--- config.mk ---
export PLATFORM = sky130hd
export DESIGN_NAME = tut4_verilog_regincr_input_queue
export DESIGN_NICKNAME = d
export VERILOG_FILES = /design/src/rtl/tut4_verilog_regincr_pkg.sv /design/src/rtl/tut4_verilog_regincr_input_queue_ctrl.sv /design/src/rtl/tut4_verilog_regincr_input_queue.sv
export SDC_FILE = /design/constraint.sdc
export NUM_CORES = 1
export LEC_CHECK = 0
export BUFFER_PORTS_ARGS = -buffer_cell sky130_fd_sc_hd__buf_4
export CAP_MARGIN = 10
export CORE_ASPECT_RATIO = 1.25
export CORE_UTILIZATION = 44
export DETAILED_ROUTE_END_ITERATION = 10
export HOLD_SLACK_MARGIN = 0.02
export PLACE_DENSITY_LB_ADDON = 0.08
export SLEW_MARGIN = 20
export SYNTH_ARGS = -nofsm -noshare
export SYNTH_HDL_FRONTEND = slang
export SYNTH_HIERARCHICAL = 1
export SYNTH_SLANG_ARGS = --single-unit
--- constraint.sdc ---
create_clock -name clk -period 2.35 [get_ports clk]
set_input_delay 0.1175 -clock clk [delete_from_list [all_inputs] [get_ports clk]]
set_output_delay 0.1175 -clock clk [all_outputs]
set_load 0.1 [all_outputs]
--- src/rtl/tut4_verilog_regincr_pkg.sv ---
// Shared constants and helpers for the tut4 registered-incrementer slice.
// Holds the default message width and the pointer-width helper; queue
// state lives in the queue modules themselves.
package tut4_verilog_regincr_pkg;

    // Width of the messages handled by the registered incrementer.
    localparam int unsigned c_nbits = 8;

    // Bits needed to index a buffer of n entries (at least one bit).
    function automatic int unsigned ptr_width(input int unsigned n);
        return (n > 1) ? $clog2(n) : 1;
    endfunction

endpackage

--- src/rtl/tut4_verilog_regincr_input_queue_ctrl.sv ---
// Control path of the incrementer input queue: head/tail pointers,
// occupancy count, val/rdy handshakes and storage write/read selects.
// Optional feature: TUT4_VERILOG_REGINCR_INPUT_QUEUE_BYPASS_EN lets an
// empty queue forward the incoming message combinationally.
module tut4_verilog_regincr_input_queue_ctrl
    import tut4_verilog_regincr_pkg::*;
#(
    parameter  int unsigned p_num_entries = 4,
    localparam int unsigned c_ptr_nbits   = ptr_width(p_num_entries),
    localparam int unsigned c_cnt_nbits   = $clog2(p_num_entries) + 1
)(
    input  logic                   clk,
    input  logic                   reset,
    input  logic                   enq_val,
    output logic                   enq_rdy,
    output logic                   deq_val,
    input  logic                   deq_rdy,
    output logic [c_cnt_nbits-1:0] num_free_entries,
    output logic                   wen,
    output logic [c_ptr_nbits-1:0] waddr,
    output logic [c_ptr_nbits-1:0] raddr
`ifdef TUT4_VERILOG_REGINCR_INPUT_QUEUE_BYPASS_EN
    ,
    output logic                   bypass_sel
`endif
);

    localparam logic [c_cnt_nbits-1:0] c_depth = c_cnt_nbits'(p_num_entries);
    localparam logic [c_ptr_nbits-1:0] c_one   = c_ptr_nbits'(1);

    logic [c_ptr_nbits-1:0] head;
    logic [c_ptr_nbits-1:0] tail;
    logic [c_cnt_nbits-1:0] count;
    logic [c_cnt_nbits-1:0] count_next;
    logic                   full;
    logic                   empty;
    logic                   ren;

    // Occupancy flags come from the explicit count, never pointer equality.
    assign full  = (count == c_depth);
    assign empty = (count == '0);

    // Handshake decode: readiness, validity, and which side touches storage.
    always_comb begin
        // NOTE: every signal gets a default first so no path leaves it unassigned (no latch).
        enq_rdy = !full;
        deq_val = !empty;
        wen     = enq_val && !full;
        ren     = !empty && deq_rdy;
`ifdef TUT4_VERILOG_REGINCR_INPUT_QUEUE_BYPASS_EN
        bypass_sel = empty && enq_val && !reset;
        if (empty) begin
            deq_val = enq_val && !reset;
            // A forwarded message that is consumed this cycle is never stored.
            if (deq_rdy) begin
                wen = 1'b0;
            end
        end
`endif
        count_next = count + c_cnt_nbits'(wen) - c_cnt_nbits'(ren);
    end

    // Pointer and occupancy registers; reset discards everything queued.
    always_ff @(posedge clk or posedge reset) begin
        if (reset) begin
            head  <= '0;
            tail  <= '0;
            count <= '0;
        end else begin
            // NOTE: state registers use non-blocking assignments so every flop samples pre-edge values.
            if (wen) begin
                tail <= tail + c_one;
            end
            if (ren) begin
                head <= head + c_one;
            end
            count <= count_next;
        end
    end

    assign num_free_entries = c_depth - count;
    assign waddr            = tail;
    assign raddr            = head;

endmodule

--- src/rtl/tut4_verilog_regincr_input_queue.sv ---
// Input queue in front of the registered incrementer: a p_num_entries-deep
// FIFO with val/rdy on both sides. Storage lives here; pointers, count and
// handshakes live in tut4_verilog_regincr_input_queue_ctrl.
// Optional feature: TUT4_VERILOG_REGINCR_INPUT_QUEUE_BYPASS_EN (empty-queue
// combinational bypass). Default build has no enq-to-deq combinational path.
module tut4_verilog_regincr_input_queue
    import tut4_verilog_regincr_pkg::*;
#(
    parameter int unsigned p_nbits       = c_nbits,
    parameter int unsigned p_num_entries = 4
)(
    input  logic                               clk,
    input  logic                               reset,
    input  logic                               enq_val,
    output logic                               enq_rdy,
    input  logic [p_nbits-1:0]                 enq_msg,
    output logic                               deq_val,
    input  logic                               deq_rdy,
    output logic [p_nbits-1:0]                 deq_msg,
    output logic [$clog2(p_num_entries):0]     num_free_entries
);

    localparam int unsigned c_ptr_nbits = ptr_width(p_num_entries);

    logic [p_nbits-1:0]     entries [p_num_entries];
    logic                   wen;
    logic [c_ptr_nbits-1:0] waddr;
    logic [c_ptr_nbits-1:0] raddr;
`ifdef TUT4_VERILOG_REGINCR_INPUT_QUEUE_BYPASS_EN
    logic                   bypass_sel;
`endif

    tut4_verilog_regincr_input_queue_ctrl #(
        .p_num_entries (p_num_entries)
    ) ctrl (
        .clk              (clk),
        .reset            (reset),
        .enq_val          (enq_val),
        .enq_rdy          (enq_rdy),
        .deq_val          (deq_val),
        .deq_rdy          (deq_rdy),
        .num_free_entries (num_free_entries),
        .wen              (wen),
        .waddr            (waddr),
        .raddr            (raddr)
`ifdef TUT4_VERILOG_REGINCR_INPUT_QUEUE_BYPASS_EN
        ,
        .bypass_sel       (bypass_sel)
`endif
    );

    // Message storage; written at the tail on each stored enqueue.
    always_ff @(posedge clk or posedge reset) begin
        if (reset) begin
            // NOTE: storage is cleared on reset so the head reads 0 while idle; plain RAM would not be.
            for (int i = 0; i < p_num_entries; i++) begin
                entries[i] <= '0;
            end
        end else if (wen) begin
            entries[waddr] <= enq_msg;
        end
    end

    // Head message, or the incoming message when bypassing an empty queue.
    always_comb begin
        deq_msg = entries[raddr];
`ifdef TUT4_VERILOG_REGINCR_INPUT_QUEUE_BYPASS_EN
        if (bypass_sel) begin
            deq_msg = enq_msg;
        end
`endif
    end

endmodule

==> flow_summary.ini <==
[outcome]
status = finished clean

[route]
drc = 0
vias = 1006
routed_wirelength_um = 3180
routed_via_density = 5.03
ant_nets = 0
drt-initial-drc-count = 10
wl_per_cell_um = 15.9
drt_first_pass_iters = 2

[grt]
grt-ovfl-total = 0
grt_pass1_vias = 1065
grt_use_total_pct = 17.1
grt_pass1_wl_um = 5180
grt_max_degree = 33
grt_antenna_before_repair = 0

[synthesis]
syn_nets = 130
netlist_instances = 112
yosys.area_share.xor_xnor_pct = 2.94
yosys_warnings = 6
synth_compound_area_share_pct = 0
ys_ff_latch = 39
synthMuxAreaShare_pct = 30.2
synth-simple-area-share_pct = 4.69
avgSynthCellArea_um2 = 16.0
yosysSeqAreaShare_pct = 54.5
synth_cell_types = 16
synth_top_family_by_area = multiplexers
synth_area_um2 = 1790
synth_adder_area_share_pct = 4.62

[floorplan]
die_x_um = 59.0
coreArea_um2 = 3850
ioPinCount = 25
initial_core_util_pct = 46.5
num_rows = 25
die_y_um = 73.3
dieArea_um2 = 4330

[timing]
slew_headroom_pct = 61.5
finalSetupViolCount = 0
skew_ps = 7.11
finalCritPeriodShare_pct = 88.2
hold_violations = 0
grt_setup_unrepaired = no
fmax_mhz = 483
period_needed_ps = 2070
fin_tns_setup_ps = 0
worstMarginPinSlew_ps = 577
slew_violations = 0

[setup_path]
slowest_delay_ps = 390
ff2ff_setup_slack_ps = 280
crit_path_frequent_cell = ha_1
cp-end-kind = flop
rr_startpoint = ctrl/count[1]
critPathKind = reg2reg
slowest_stage = dfrtp_1
path_max_fanout = 3
crit_required_ps = 2530
worst_setup_path_start_kind = flop
crit_path_cell_trace = inv_1 > ha_1 > ha_1 > nor2b_2 > ha_1 > inv_1 > ha_1 > fa_1 > xnor2_1
cp.arrival_ps = 2250
r2r_cells = 9
regToRegEndpoint = ctrl/count[2]

[placed_design]
dpl_cell_area_um2 = 2050
gp_congestion = 0.661
io_buffers = 24
hpwlAfterDp_um = 2290

[final_layout]
area_delta_synth_final_pct = 21.7
final_nets = 163
drive_gt1_share_pct = 56.2
final_area_um2 = 2180
fillers = 315
insertedDiodeCount = 0

[clocking]
insertion_delay_ps = 290
root_buffer = clkbuf_8
cts_buffers = 5
cts_buffer_depth = 2
clk_pin_slew_ps = 80
cts_sinks = 39
cts_tree = built
cts_resized = 0
htree_levels = 2

[worst_hold_path]
min-delay-start = enq_msg[4]
hold_end = entries[20]
holdPathStages = 2
hold_path.class = in2reg

[job]
cap_violations = 0
state kept, by name, summed over array words and instances (netlist names):
name        count
ctrl/count      3
ctrl/raddr      2
entries        32
ctrl/waddr      2
synth_stat cells:
cell type	instances	share of area, %
nor2b_2	2	0.98
mux4_2	8	10
buf_1	1	0.21
mux2_2	32	20
nor3b_4	1	1.0
buf_2	1	0.28
inv_1	10	2.1
xnor2_1	3	1.5
dfrtp_1	39	55
fa_1	1	1.1
nand3b_1	2	0.84
nand3b_2	2	1.3
xor2_1	3	1.5
nand3_2	1	0.56
buf_4	1	0.42
ha_1	5	3.5
per-stage QoR:
step           util, %  setup WS, ps  std cells  hold slack, ps
3_3_place_gp      53.3           372        191            85.6
6_report          56.6           278        200            75.6
3_5_place_dp      53.3           263        191            81.2
2_1_floorplan        -           411        112           -79.1
4_1_cts           56.6           249        200            71.0
5_1_grt           56.6           120        200            72.4
placed cells by master (no fill, tap or decap):
cell type	count
clkbuf_8	6
mux4_2	8
nor2b_2	2
xnor2_1	3
buf_4	28
nand3b_1	2
nand3b_2	2
nor3b_4	1
dfrtp_1	39
mux2_2	32
ha_1	5
dlygate4sd3_1	1
fa_1	1
xor2_1	3
nand3_2	1
bufinv_16	1
clkinv_2	1
inv_1	10
area by class of cell:
cell class | instances | area [um2] | share of cell area, %
Clock buffer | 6 | 82.6 | 3.79
Clock inverter | 2 | 35.0 | 1.61
Inverter | 10 | 37.5 | 1.72
Multi-Input combinational cell | 60 | 759 | 34.9
Sequential cell | 39 | 976 | 44.8
Tap cell | 54 | 67.6 | 3.10
Timing Repair Buffer | 29 | 220 | 10.1
worst max-delay path by stage:
stage / cells after the start / endpoint / startpoint / slack, ps
5_1_grt: 9 / ctrl/count[2] / ctrl/count[1] / 120
4_1_cts: 9 / ctrl/count[2] / ctrl/count[1] / 250
6_report: 9 / ctrl/count[2] / ctrl/count[1] / 280
3_5_place_dp: 9 / ctrl/count[2] / ctrl/count[1] / 260
3_3_place_gp: 9 / ctrl/count[2] / ctrl/count[1] / 370
2_1_floorplan: 6 / entries[24] / ctrl/count[1] / 410
routing by layer:
| metal | track usage (%) | wire length, um |
|---|---|---|
| met4 | 7.94 | 61 |
| met1 | 20.4 | 1410 |
| met5 | 0 | 0 |
| met3 | 4.23 | 101 |
| met2 | 28.8 | 1610 |
repair_timing:
| action | in CTS | in global routing |
|---|---|---|
| buffers inserted | 0 | 0 |
| hold buffers | 1 | 0 |
| endpoints found under the hold margin | 39 | 0 |
| setup endpoints to repair | 0 | 0 |
logic make-up (layout without fill, tap and decap cells):
| logic type | count (synthesis) | after routing |
|---|---|---|
| flops | 39 | 39 |
| xor+xnor | 6 | 6 |
| simple gates | 8 | 8 |
| buf+inv | 13 | 47 |
| mux | 40 | 40 |
| fa+ha+maj | 6 | 6 |
critical path: cells and delay by family (launching register included):
| family | cells | cell delay [ps] |
|---|---|---|
| buffers and inverters | 2 | 140 |
| and+or+nand+nor | 1 | 70 |
| adders and majority gates | 5 | 1220 |
| DFF | 1 | 390 |
| xor gates and xnor gates | 1 | 140 |
Power is left out: the tool's default activity adds up to more than one toggle a clock period on the data nets, which glitch-free logic cannot reach.
